## src/rtl/controle_entrada.sv

```systemverilog
// controle_entrada: responder side of the input-instruction handshake (opcode 19).
// Synchronizes and debounces the confirm button, latches the switch word on a fresh
// press and answers the control unit with estagioEntradaSwitch, then estagioEntradaBanco.
//
// Ports:
//   clock                 system clock, rising edge
//   reset                 asynchronous, active-high; clears all state
//   estagioEntradaUC      request from the control unit, held while opcode 19 is decoded
//   botaoConfirma         raw asynchronous confirm push-button (active-high)
//   switches              raw switch levels, sampled only in the capture cycle
//   dadoEntrada           latched switch word, zero-extended to DATA_WIDTH
//   estagioEntradaSwitch  data valid (CAPTURA and CONFIRMA)
//   estagioEntradaBanco   single-cycle register-write / PC-release pulse (CONFIRMA)
module controle_entrada #(
  parameter int unsigned SW_WIDTH        = 16,
  parameter int unsigned DATA_WIDTH      = 32,
  parameter int unsigned DEBOUNCE_CICLOS = 50000
) (
  input  logic                  clock,
  input  logic                  reset,
  input  logic                  estagioEntradaUC,
  input  logic                  botaoConfirma,
  input  logic [SW_WIDTH-1:0]   switches,
  output logic [DATA_WIDTH-1:0] dadoEntrada,
  output logic                  estagioEntradaSwitch,
  output logic                  estagioEntradaBanco
);

  localparam int unsigned CntWidth = (DEBOUNCE_CICLOS > 2) ? $clog2(DEBOUNCE_CICLOS) : 1;
  localparam logic [CntWidth-1:0] CntMax = CntWidth'(DEBOUNCE_CICLOS - 1);

  localparam logic [2:0] OCIOSO       = 3'd0;
  localparam logic [2:0] ESPERA_SOLTA = 3'd1;
  localparam logic [2:0] ESPERA_BOTAO = 3'd2;
  localparam logic [2:0] CAPTURA      = 3'd3;
  localparam logic [2:0] CONFIRMA     = 3'd4;
  localparam logic [2:0] FIM          = 3'd5;

  logic [1:0]            syncQ;
  logic                  estavelQ, estavelD;
  logic [CntWidth-1:0]   contadorQ, contadorD;
  logic                  evPress;
  logic [2:0]            estadoQ, estadoD;
  logic [DATA_WIDTH-1:0] dadoQ, dadoD;

  // Two-flop synchronizer for the asynchronous button.
  always_ff @(posedge clock or posedge reset) begin
    if (reset) begin
      syncQ <= 2'b00;
    end else begin
      syncQ <= {syncQ[0], botaoConfirma};
    end
  end

  // Debouncer: the stable level only follows the synced level after it has
  // differed for DEBOUNCE_CICLOS consecutive cycles. evPress fires in the cycle
  // the stable level flips 0->1, so the FSM sees it together with the flip.
  always_comb begin
    estavelD  = estavelQ;
    contadorD = '0;
    evPress   = 1'b0;
    if (syncQ[1] != estavelQ) begin
      if (contadorQ == CntMax) begin
        estavelD = syncQ[1];
        evPress  = syncQ[1];
      end else begin
        contadorD = contadorQ + CntWidth'(1);
      end
    end
  end

  always_ff @(posedge clock or posedge reset) begin
    if (reset) begin
      estavelQ  <= 1'b0;
      contadorQ <= '0;
    end else begin
      estavelQ  <= estavelD;
      contadorQ <= contadorD;
    end
  end

  always_comb begin
    estadoD = estadoQ;
    dadoD   = dadoQ;
    unique case (estadoQ)
      OCIOSO: begin
        if (estagioEntradaUC) estadoD = ESPERA_SOLTA;
      end
      // A press still held from an earlier instruction must be released first.
      ESPERA_SOLTA: begin
        if (!estagioEntradaUC)  estadoD = OCIOSO;
        else if (!estavelQ)     estadoD = ESPERA_BOTAO;
      end
      ESPERA_BOTAO: begin
        if (!estagioEntradaUC) begin
          estadoD = OCIOSO;
        end else if (evPress) begin
          dadoD   = DATA_WIDTH'(switches);
          estadoD = CAPTURA;
        end
      end
      CAPTURA:  estadoD = CONFIRMA;
      CONFIRMA: estadoD = FIM;
      // Hold here until the request drops so one instruction gets one acknowledge.
      FIM: begin
        if (!estagioEntradaUC) estadoD = OCIOSO;
      end
      default: estadoD = OCIOSO;
    endcase
  end

  always_ff @(posedge clock or posedge reset) begin
    if (reset) begin
      estadoQ <= OCIOSO;
      dadoQ   <= '0;
    end else begin
      estadoQ <= estadoD;
      dadoQ   <= dadoD;
    end
  end

  // Decoded straight from the state register so reset drops them immediately.
  assign estagioEntradaSwitch = (estadoQ == CAPTURA) || (estadoQ == CONFIRMA);
  assign estagioEntradaBanco  = (estadoQ == CONFIRMA);
  assign dadoEntrada          = dadoQ;

endmodule
```

## config.mk

```make
export PLATFORM = sky130hd
export DESIGN_NAME = controle_entrada
export DESIGN_NICKNAME = d
export VERILOG_FILES = /design/src/rtl/controle_entrada.sv
export SDC_FILE = /design/constraint.sdc
export NUM_CORES = 1
export LEC_CHECK = 0
export ABC_AREA = 1
export CORE_ASPECT_RATIO = 0.75
export CORE_MARGIN = 3
export CORE_UTILIZATION = 51
export DETAILED_ROUTE_END_ITERATION = 6
export GPL_TIMING_DRIVEN = 0
export PLACE_DENSITY = 0.87
export SLEW_MARGIN = 40
export SYNTH_ARGS = -nofsm -noshare
export SYNTH_HDL_FRONTEND = slang
export SYNTH_SLANG_ARGS = --single-unit
```

## constraint.sdc

```tcl
create_clock -name clock -period 2.3 [get_ports clock]
set_input_delay 0.345 -clock clock [delete_from_list [all_inputs] [get_ports clock]]
set_output_delay 0.345 -clock clock [all_outputs]
set_load 0.01 [all_outputs]
```

==> impl_results.md, run 1 <==
- Setup repair bufs after CTS: 0
- HP Class: flop to flop
- Switching power: around 0.00042 W
- Pins Over Slew Limit: 0
- Clock Root Buffer: clkbuf_8
- Hold WS: 0.3535 ns
- Most common cell on crit path: nor2_1
- #FFs+latches synth: 38
- Relative slew slack: a little under three fifths
- Routed Antenna Nets: 0
- Fmax: 461.3 MHz
- Finish-stage setup viols: 0
- P_int: 0.001065 W
- Synthesized area: between 2000 and 2500 um^2
- Slew of the pin with the lowest slew margin: 0.6355 ns
- Tmin final: about 2.2 ns
- Clock latency on the worst-skew pair: ~0.29 ns
- Initial antenna violation count: 0
- Worst path cell trace: nor2_1 > inv_1 > nor2_1 > o21bai_1 > clkdlybuf4s50_1
- Placer's final routability congestion estimate: roughly 0.91
- Chip height: between 60 and 70 um
- Worst Clk Skew: approximately 0.0066 ns
- Critical path required time: approximately 2 ns
- Via density: 4.569
- CP delay by family, top: buffers and inverters
- Starting Density: between 50% and 60%
- First-pass GRT wire length: 7900 um
- Synthesized area per cell: about 7.3 um^2
- H-tree Lvls: 2
- Share of the synthesized area in the top cell type: a little over two fifths
- M1 wire length: ~2200 um
- Vias in the first global route: about 1800
- Max cap viols: 0
- DRC: 0
- Worst ir drop on vdd: 0.0004662 V
- Outcome: finished, final reports clean
- Seq pwr share: 48.9%
- Die ar.: slightly above 5000 um^2
- CP startpoint kind: flop
- I/O Pins: 54
- Power Density: 527.2 nW/um^2
- Critical path arrival: ~1.8 ns
- Yosys synthesis warning count: 0
- DR WL met3: ~230 um
- Clock buffer depth: 2
- Net count, final: between 300 and 400
- Clock Sinks: 38
- Metal2 WL: 2094 um
- Core Area: approximately 4000 um^2
- Number of hold violations in the final report: 0
- RSZ-0062 raised after global routing: false
- Num rows: 20
- Top layer in use: met4
- Drt total wl: about 4600 um
- DIE WIDTH: between 80 and 90 um
- DR pass1 iterations: 4
- Buf+Inv Stages, Crit Path: 2
- DP HPWL: roughly 3600 um
- Port-buffer cells: 37
- Sequential-to-total area share from yosys stat: between 40% and 50%
- CTS tree: done
- Syn Inst Count: 304
- Largest area contributor in the netlist: dfrtp_1
- Max incr delay on CP: around 0.57 ns
- Ant diodes: 0
- Layout cell share with drive strength beyond 1: 10.96%
- Clk slew on worst S/H paths: about 0.07 ns
- PostCTS Resize Cnt: 0
- Slowest CP cell: clkdlybuf4s50_1
- Tot GR Track Use: about a fifth
- Per-cell routed wire length: between 10 and 15 um
- Leakage: 1.507 nW
- Clock power share: between 30% and 40%
- Cts hold-fix bufs: 0
- Sw Share: ~28%
- TritonCTS Buffers: 5
- CP endpoint kind: output port
- Final period util: 94.26%
- Synth unique cells: 28
- Total grt overflow: 0
- Post-Route Setup TNS: 0 ns
- Largest net degree at the start of global routing: 21
- Area grow syn2layout: 27.83%
- Comb power frac: approximately a fifth
- Crit Path Class: flop to output port
- Dominant cells by area after synthesis: dfrtp_1, inv_1, nand2_1, nor2_1, buf_4
- Initial drt markers: about 160
- Via Count: about 1900
- Crit-path max FO: 6
- Fillers: between 300 and 400
## state kept, by name (all words and copies together) (netlist names)
name,count
contadorQ,16
dadoEntrada,16
estadoQ,3
estavelQ,1
syncQ,2
## worst paths after layout
kind,start,end,slack [ns],cells past startpoint
setup reg to reg,contadorQ[0],dadoEntrada[15],0.51,9
hold reg to reg,syncQ[0],syncQ[1],0.35,0
hold / removal,syncQ[0],syncQ[1],0.35,0
setup / recovery,estadoQ[0],estagioEntradaSwitch,0.13,5
max in group asynchronous,reset,dadoEntrada[14],1.45,3
min in group asynchronous,reset,estadoQ[2],0.41,2
## per-stage QoR
step | setup slack [ns] | instance area [um^2] | power, W | std cells | utilization (%)
4_1_cts | 0.1196 | 2821 | 0.001495 | 420 | 68.75
6_report | 0.1321 | 2821 | 0.001487 | 420 | 68.75
2_1_floorplan | 0.7935 | 2263 | 0.0009234 | 319 | -
5_1_grt | 0.007991 | 2821 | 0.001568 | 420 | 68.75
3_5_place_dp | 0.1922 | 2730 | 0.001024 | 412 | 66.52
3_3_place_gp | 0.2582 | 2703 | 0.001006 | 411 | 65.85
## cell usage in the layout, fill, tap and decap left out, types with 4 or more instances in the layout
cell type,instances
nand2_1,70
a21oi_1,5
nor3_1,6
nand3_1,9
xor2_1,5
buf_4,16
nor2_1,34
conb_1,16
clkdlybuf4s50_1,37
buf_2,4
inv_1,74
clkbuf_8,6
nand4_1,19
dfrtp_1,38
## cell families after synthesis
family | Yosys count | synth area share [%]
XOR/XNOR | 5 | 1.984
other | 1 | 0.1699
buffers and inverters | 98 | 19.95
AO/OA/AOI/OAI | 12 | 3.117
AND/OR/NAND/NOR | 149 | 31.12
adder cells (fa/ha/maj) | 1 | 0.5668
flip-flops | 38 | 43.08
## cell usage after synthesis
cell / n
inv_1: 75
nand2_1: 70
dfrtp_1: 38
nor2_1: 34
nand4_1: 19
buf_4: 16
nand3_1: 9
nor3_1: 6
a21oi_1: 5
xor2_1: 5
buf_2: 4
o21ai_0: 3
inv_2: 2
nor2_2: 2
nor3b_1: 2
o21bai_1: 2
a31o_2: 1
and3_1: 1
buf_6: 1
conb_1: 1
ha_1: 1
nand2_2: 1
nand3_2: 1
nand3_4: 1
nand3b_1: 1
nor2_4: 1
nor3_4: 1
o21ai_1: 1
## cell type report
class	instances	area, um^2	share of cell area [%]
Buffer	21	151.4	5.366
Clock buffer	7	86.33	3.060
Clock inverter	1	5.005	0.1774
Inverter	77	289.0	10.24
Multi-Input combinational cell	183	872.1	30.91
Sequential cell	38	950.9	33.70
Tap cell	55	68.82	2.439
Timing Repair Buffer	38	397.9	14.10
## routing by layer
metal | vias up | global-route usage, %
met4 | 0 | 4.772
met2 | 47 | 29.54
met1 | 864 | 27.33
met5 | - | 0
met3 | 8 | 4.323
li1 | 1000 | -
## power by group through the flow
stage	sequential, W	clock [W]	combinational (W)
2_1_floorplan	0.000733	0	0.000190
3_3_place_gp	0.000738	0	0.000268
3_5_place_dp	0.000740	0	0.000283
4_1_cts	0.000728	0.000478	0.000289
5_1_grt	0.000733	0.000515	0.000320
6_report	0.000728	0.000473	0.000287
Note: power is estimated with default switching activity, not from simulation.
==> run 2: changes to the inputs <==
--- a/config.mk
+++ b/config.mk
@@ -10,6 +10,7 @@
 export CORE_MARGIN = 3
 export CORE_UTILIZATION = 51
 export DETAILED_ROUTE_END_ITERATION = 6
+export GPL_ROUTABILITY_DRIVEN = 0
 export GPL_TIMING_DRIVEN = 0
 export PLACE_DENSITY = 0.87
 export SLEW_MARGIN = 40
==> impl_results.md, run 2 (synthesis results as in run 1) <==
- CP startpoint: estadoQ[0] (unchanged)
- Crit-path max FO: 6 (unchanged)
- RSZ-0062 raised after global routing: false (unchanged)
- First-pass GRT wire length: 7969 um (was 7900 um)
- Post-layout util: 69.21% (was 68.75%)
- Chip height: 62.97 um (unchanged)
- Clk slew on worst S/H paths: 0.07 ns (about the same)
- Power Density: 552.8 nW/um^2 (was 527.2 nW/um^2)
- Finish-stage setup viols: 0 (unchanged)
- Clock Root Buffer: clkbuf_8 (unchanged)
- Setup repair bufs after CTS: 0 (unchanged)
- CTS tree: done (unchanged)
- DIE WIDTH: 81.96 um (unchanged)
- H-tree Lvls: 2 (unchanged)
- R2r worst-path depth: 9 (unchanged)
- Net count, final: 385 (unchanged)
- R2R Path End: dadoEntrada[15] (unchanged)
- R2R Setup Slk: 0.51 ns (about the same)
- Routed Antenna Nets: 0 (unchanged)
- Slew of the pin with the lowest slew margin: 0.6449 ns (was 0.6355 ns)
- Total grt overflow: 0 (unchanged)
- Clock Sinks: 38 (unchanged)
- Critical path arrival: 1.82 ns (about the same)
- Min setup slack post-route: 0.1309 ns (was 0.1321 ns)
- Via density: 4.712 (was 4.569)
- Area grow syn2layout: 28.68% (was 27.83%)
- Largest net degree at the start of global routing: 21 (unchanged)
- Initial drt markers: 160 (was 158)
- Port-buffer cells: 37 (unchanged)
- Outcome: finished, final reports clean (unchanged)
- Clock buffer depth: 2 (unchanged)
- Tot GR Track Use: 19.84% (was 19.24%)
- Vias in the first global route: 1812 (was 1792)
- Crit Path Class: flop to output port (unchanged)
- Layout cell share with drive strength beyond 1: 11.51% (was 10.96%)
- Final period util: 94.31% (was 94.26%)
- Clock latency on the worst-skew pair: 0.29 ns (about the same)
- Fillers: 337 (was 348)
- DRC: 0 (unchanged)
- Critical path required time: 1.96 ns (about the same)
- Via Count: 1979 (was 1919)
- Pins Over Slew Limit: 0 (unchanged)
- Num rows: 20 (unchanged)
- DR pass1 iterations: 5 (was 4)
- CP endpoint kind: output port (unchanged)
- Leakage: 1.515 nW (was 1.507 nW)
- Max cap viols: 0 (unchanged)
- Initial antenna violation count: 0 (unchanged)
- Starting Density: 53.78% (unchanged)
- Pre-CTS setup slack: 0.2017 ns (was 0.1922 ns)
- TritonCTS Buffers: 5 (unchanged)
- Post-Route Setup TNS: 0 ns (unchanged)
- Per-cell routed wire length: 11.55 um (was 10.93 um)
- Leading cell types in the layout, fill and taps excluded: inv_1, nand2_1, dfrtp_1, clkdlybuf4s50_1, nor2_1 (was inv_1, nand2_1, dfrtp_1)
- Number of hold violations in the final report: 0 (unchanged)
- Ant diodes: 0 (unchanged)
- Core Area: 4104 um^2 (unchanged)
- I/O Pins: 54 (unchanged)
- End of the critical path: estagioEntradaSwitch (unchanged)
- Hold WS: 0.3526 ns (was 0.3535 ns)
- Worst Clk Skew: 0.004652 ns (was 0.006624 ns)
- Die ar.: 5161 um^2 (unchanged)
- HP Class: flop to flop (unchanged)
- Relative slew slack: 56.72% (was 57.35%)
- Drt total wl: 4850 um (was 4592 um)
- FF-to-FF Start: contadorQ[0] (unchanged)
- CP startpoint kind: flop (unchanged)
- Commonest non-fill, non-tap cell in the layout: inv_1 (unchanged)
- Tmin final: 2.169 ns (was 2.168 ns)
- Worst ir drop on vdd: 0.0005988 V (was 0.0004662 V)
- Fmax: 461.0 MHz (was 461.3 MHz)
- DP HPWL: 3786 um (was 3636 um)
-- run 2: layout make-up --
| cell class | count | area, um^2 | area share (%) |
|---|---|---|---|
| buffer | 21 | 151.4 | 5.330 |
| clock buffer | 5 | 68.82 | 2.423 |
| clock inverter | 3 | 40.04 | 1.410 |
| inverter | 77 | 289.0 | 10.18 |
| multi-input combinational | 183 | 872.1 | 30.70 |
| sequential | 38 | 952.2 | 33.52 |
| tap | 55 | 68.82 | 2.423 |
| timing repair buffer | 38 | 397.9 | 14.01 |
-- run 2: where the power goes --
part           total [W]  internal [W]  leakage (nW)  switching (W)
registers       0.000732      0.000696         0.436      0.0000357
logic           0.000289      0.000128          1.02       0.000160
clock network   0.000549      0.000319        0.0579       0.000230
total            0.00157       0.00114          1.52       0.000427
-- run 2: what timing repair did --
| item | CTS | global route |
|---|---|---|
| endpoints found under the setup margin | 0 | 1 |
| hold buffers | 0 | 0 |
| resized for setup | 0 | 1 |
-- run 2: layer usage --
metal	GRT usage (%)	up-vias	share of wire, %
met5	0	-	0
met4	7.884	0	2.3
met3	4.323	15	7.6
met2	30.75	79	45
met1	26.75	882	45
li1	-	1003	-
-- run 2: worst min-delay path by stage --
| stage | from | end | slack, ns | depth (start not counted) |
|---|---|---|---|---|
| 6_report | syncQ[0] | syncQ[1] | 0.35 | 0 |
| 5_1_grt | syncQ[0] | syncQ[1] | 0.35 | 0 |
| 4_1_cts | syncQ[0] | syncQ[1] | 0.35 | 0 |
| 3_5_place_dp | syncQ[0] | syncQ[1] | 0.34 | 0 |
| 3_3_place_gp | syncQ[0] | syncQ[1] | 0.33 | 0 |
| 2_1_floorplan | syncQ[0] | syncQ[1] | 0.33 | 0 |
-- run 2: critical path: stages, from the launching register on --
cell and delay [ns]:
dfrtp_2 0.46, nor2_1 0.16, inv_1 0.07, nor2_1 0.13
o21bai_1 0.15, clkdlybuf4s50_1 0.57
-- run 2: per-stage QoR --
stage	std cells	power, W	cell area [um^2]
detailed placement	412	0.001025	2730
floorplan	319	0.0009234	2263
CTS	420	0.001575	2839
global route	420	0.001654	2840
finish	420	0.001570	2840
global placement	411	0.001006	2703
==> edit 1: new RTL, config.mk and constraints of run 1 <==
Register the outputs `estagioEntradaSwitch` and `estagioEntradaBanco`; this adds one clock of latency there. The other outputs are not delayed to match. Comments in the files are not updated.
--- a/src/rtl/controle_entrada.sv
+++ b/src/rtl/controle_entrada.sv
@@ -120,8 +120,10 @@
   end
 
   // Decoded straight from the state register so reset drops them immediately.
-  assign estagioEntradaSwitch = (estadoQ == CAPTURA) || (estadoQ == CONFIRMA);
-  assign estagioEntradaBanco  = (estadoQ == CONFIRMA);
+  always_ff @(posedge clock) begin
+    estagioEntradaSwitch <= (estadoQ == CAPTURA) || (estadoQ == CONFIRMA);
+    estagioEntradaBanco  <= (estadoQ == CONFIRMA);
+  end
   assign dadoEntrada          = dadoQ;
 
 endmodule
Check against the original RTL: no difference found for any inputs over 10 cycles, from zero or initial values and one cycle with reset high; that may be too few to reach the edited logic, so the function may still have changed.
==> edit 1 against run 1 <==
Routed wire length is 2.6% higher; design area up 1.7%; clock power rose by 7.2%; largest cell class unchanged; sequential cell count grew 2; cell count rose by 0.48%; area after synthesis grew 1.8%; total power up 5.2%; worst setup slack better by 380 ps.
==> edit 1: results (changes against run 1) <==
crit path max-delay cell type clkdlybuf4s50_1; GP Congestion 0.929 (+2.3%); Pre-antenna DRT Iters 4 (unchanged); Post-Synth Adder-Cell Area 0.557% (-0.010 points); clk_skew 9.28 ps (+2.65 ps); share of cells above drive strength 1 10.9% (-0.060 points); setup slack at placement 215 ps (+22.6 ps); Crit path arrival time 1970 ps (+150 ps); first-pass GRT wire length 8040 µm (+1.7%); routed wire length 4710 µm (+2.6%); HPWL after DPL 3660 µm (+0.63%); sw frac 27.2% (-1.3 points); Layout Cells excl Fill 422 (+0.48%); vias in the first global route 1845 (+3.0%); Post-synth top cells inv_1, nand2_1, dfrtp_1; Final nets 387 (+0.52%); Resized cells post-CTS 0 (unchanged); Synth area leaders dfrtp_1, inv_1, nand2_1; Post-Synth XOR/XNOR Area 1.95% (-0.035 points); Lkg Pwr 0.00153 µW (+1.3%); post-synthesis sequential area ratio 44.1% (+1.0 points); Max VDD drop 522 µV (+12%); synth warn 0 (unchanged); dpl cells 414 (+0.49%); CP Max Fanout 10 (+4); post-synthesis mux area share 0% (unchanged); cells after synthesis 306 (+0.66%); status completed; min-delay worst type primary input to async pin; Slew @ Worst Pin 676 ps (+40.4 ps); max incr delay on CP 520 ps (-50 ps); I/O Buffers 37 (unchanged); Synth cell types 29 (+3.6%); Diodes inserted 0 (unchanged); initial antenna violation count 0 (unchanged); Iter 0 DRT Violations 102 (-35%); GRT Overall Usage 19.9% (+0.63 points); Root Buffer Master clkbuf_8; DR vias/cell 4.62 (+1.1%); Post-synth ARST share 95.0% (-5.0 points); cts bufs inserted 5 (unchanged); clock-pin slew on the worst setup and hold paths 70 ps (about the same); Compound-Gate Fraction of Synth Area 3.06% (-0.056 points); Clock Latency Late Sink ~300 ps; largest net degree at the start of global routing 25 (+19%); Post CTS Setup Buffer Count 0 (unchanged); CTS H-tree lvls 2 (unchanged)
==> edit 1: logic make-up after synthesis <==
group | after synthesis
compound gates | 12
buf+inv | 98
xor+xnor | 5
flops | 40
simple gates | 149
fa+ha+maj | 1
other cells | 1
==> edit 1: cell type report <==
type                    instances  area [µm²]
multi-input cells             183         872
repair buffers                 38         398
plain buffers                  21         151
fillers                       336        1280
flip-flops and latches         40         991
inverters                      77         289
clock buffers                   8         100
well taps                      55        68.8
==> edit 1: critical path, delay by kind of cell <==
| kind | cells | cell delay (ps) |
|---|---|---|
| buffers and inverters | 3 | 860 |
| AND/OR/NAND/NOR | 4 | 760 |
==> edit 1: path summary, 6_finish.rpt <==
| check | cells after the start | slack, ps | endpoint | from |
|---|---|---|---|---|
| max reg2reg | 9 | 530 | dadoEntrada[15]$_DFFE_PP0P_ | contadorQ[0]$_DFF_PP0_ |
| min reg2reg | 0 | 350 | syncQ[1]$_DFF_PP0_ | syncQ[0]$_DFF_PP0_ |
| max in group asynchronous | 3 | 1530 | contadorQ[10]$_DFF_PP0_ | reset |
| min in group clock | 0 | 350 | syncQ[1]$_DFF_PP0_ | syncQ[0]$_DFF_PP0_ |
| min | 2 | 340 | dadoEntrada[4]$_DFFE_PP0P_ | reset |
| max | 7 | 510 | dadoEntrada[15]$_DFFE_PP0P_ | estagioEntradaUC |
==> edit 1: metrics by stage <==
| stage | instance area [µm²] | total power [µW] | hold slack, ps | util, % |
|---|---|---|---|---|
| after floorplan | 2300 | 970 | 331 | - |
| after global placement | 2740 | 1050 | 335 | 66.0 |
| after detailed placement | 2770 | 1070 | 337 | 66.7 |
| after CTS | 2870 | 1580 | 349 | 69.1 |
| after global routing | 2870 | 1650 | 365 | 69.1 |
| final | 2870 | 1570 | 343 | 69.1 |
==> edit 1: per-layer routing <==
layer | share of wire (%) | global-route usage, % | up-vias
li1 | - | - | 1007
met1 | 45 | 25.6 | 893
met2 | 49 | 32.3 | 41
met3 | 5.4 | 4.43 | 8
met4 | 1.5 | 7.35 | 0
met5 | 0 | 0 | -
==> edit 1: power by group through the flow <==
stage,Combinational [µW],Clock (µW),Sequential (µW)
floorplan,183,0,787
global placement,267,0,785
detailed placement,284,0,786
CTS,287,523,772
global route,326,548,778
finish,286,507,772
==> edit 2: new RTL, settings of run 1 <==
Made on the original files. Set the parameter `SW_WIDTH` to 32 (it was 16).
--- a/src/rtl/controle_entrada.sv
+++ b/src/rtl/controle_entrada.sv
@@ -12,7 +12,7 @@
 //   estagioEntradaSwitch  data valid (CAPTURA and CONFIRMA)
 //   estagioEntradaBanco   single-cycle register-write / PC-release pulse (CONFIRMA)
 module controle_entrada #(
-  parameter int unsigned SW_WIDTH        = 16,
+  parameter int unsigned SW_WIDTH        = 32,
   parameter int unsigned DATA_WIDTH      = 32,
   parameter int unsigned DEBOUNCE_CICLOS = 50000
 ) (
Interface: changed (resized switches); port bits go from 54 to 70. The function was not compared with the original's and may differ.
==> edit 2 against run 1 <==
Cell count up 1.7%; clock power is 34% higher; design area up 26%; total power increased by 30%; area after synthesis grew 20%; routed wire length increased by 18%; critical path type unchanged; non-clock buffer count rose by 17; sequential cell count rose by 16; worst setup slack worse by 28 ps.
==> edit 2: results (changes against run 1) <==
clk_skew 8.63 ps (+2.00 ps); Lkg Pwr 0.00163 µW (+8.2%); vias in the first global route 1910 (+6.6%); R2R Path End dadoEntrada[27]$_DFFE_PP0P_; Post-Synth Adder-Cell Area 0.473% (-0.094 points); clk sinks 54 (+42%); Non-clk bufs 76 (+29%); Final nets 403 (+4.7%); DR vias/cell 4.86 (+6.3%); first-pass GRT wire length 8730 µm (+10%); met3 usage 6.38% (+2.1 points); Synth cell types 25 (-11%); Synth area leaders dfrtp_1, o21ai_2, nand2_2; Critical R2R Launch contadorQ[0]$_DFF_PP0_; sequential cell area share 38.1% (+4.4 points); PwrDens 543 mW/mm² (+3.1%); Met2 Routed Length 2720 µm (+30%); dpl cells 419 (+1.7%); area of placed instances 0.00343 mm² (+26%); clock-pin slew on the worst setup and hold paths 100 ps (+30 ps); I/O Buffers 69 (+86%); clock-cell share of area 3.21% (-0.028 points); Clock Latency Late Sink 310 ps (+20 ps); r2r setup slk 570 ps (+60 ps); status completed; buffering overhead 21.9% (+2.5 points); Multi-input gate area 0.00103 mm² (+18%); GP Congestion 0.837 (-7.8%); Logic inverters 52 (-32%); Vias 2074 (+8.1%); min-delay worst type primary input to async pin; GRT Overall Usage 19.0% (-0.23 points); Iter 0 DRT Violations 126 (-20%); Crit path arrival time 1850 ps (+30 ps); share of cells above drive strength 1 24.3% (+13 points); #MultiIn Comb 177 (-3.3%); mean post-synth cell area 9.15 µm² (+26%); met1 usage 25.9% (-1.4 points); HPWL after DPL 4120 µm (+13%); setup slack at placement 380 ps (+188 ps); Post-synth top cells dfrtp_1, inv_1, nor2_1; Final min period 2200 ps (+28.1 ps); max incr delay on CP 520 ps (-50 ps)
## edit 2: cell types whose count changed after synthesis, sizes merged, moves of 3 or more
| cell | delta |
|---|---|
| nand4 | -17 |
| o21ai | +29 |
| buf | -15 |
| xnor2 | +3 |
| nor3 | -3 |
| nor2 | +9 |
| nand2 | -6 |
| dfrtp | +16 |
| inv | -26 |
## edit 2: power breakdown
| part | switching (µW) | internal, µW | leakage [µW] |
|---|---|---|---|
| Clock | 311 | 324 | 0.0000504 |
| Combinational | 141 | 138 | 0.000837 |
| Sequential | 34.1 | 980 | 0.000743 |
| Total | 486 | 1440 | 0.00163 |
## edit 2: worst min-delay path by stage
stage	slack, ps	endpoint
final	310	dadoEntrada[20]$_DFFE_PP0P_
after global routing	330	dadoEntrada[20]$_DFFE_PP0P_
after CTS	310	dadoEntrada[20]$_DFFE_PP0P_
after detailed placement	350	syncQ[1]$_DFF_PP0_
after global placement	350	syncQ[1]$_DFF_PP0_
after floorplan	330	syncQ[1]$_DFF_PP0_
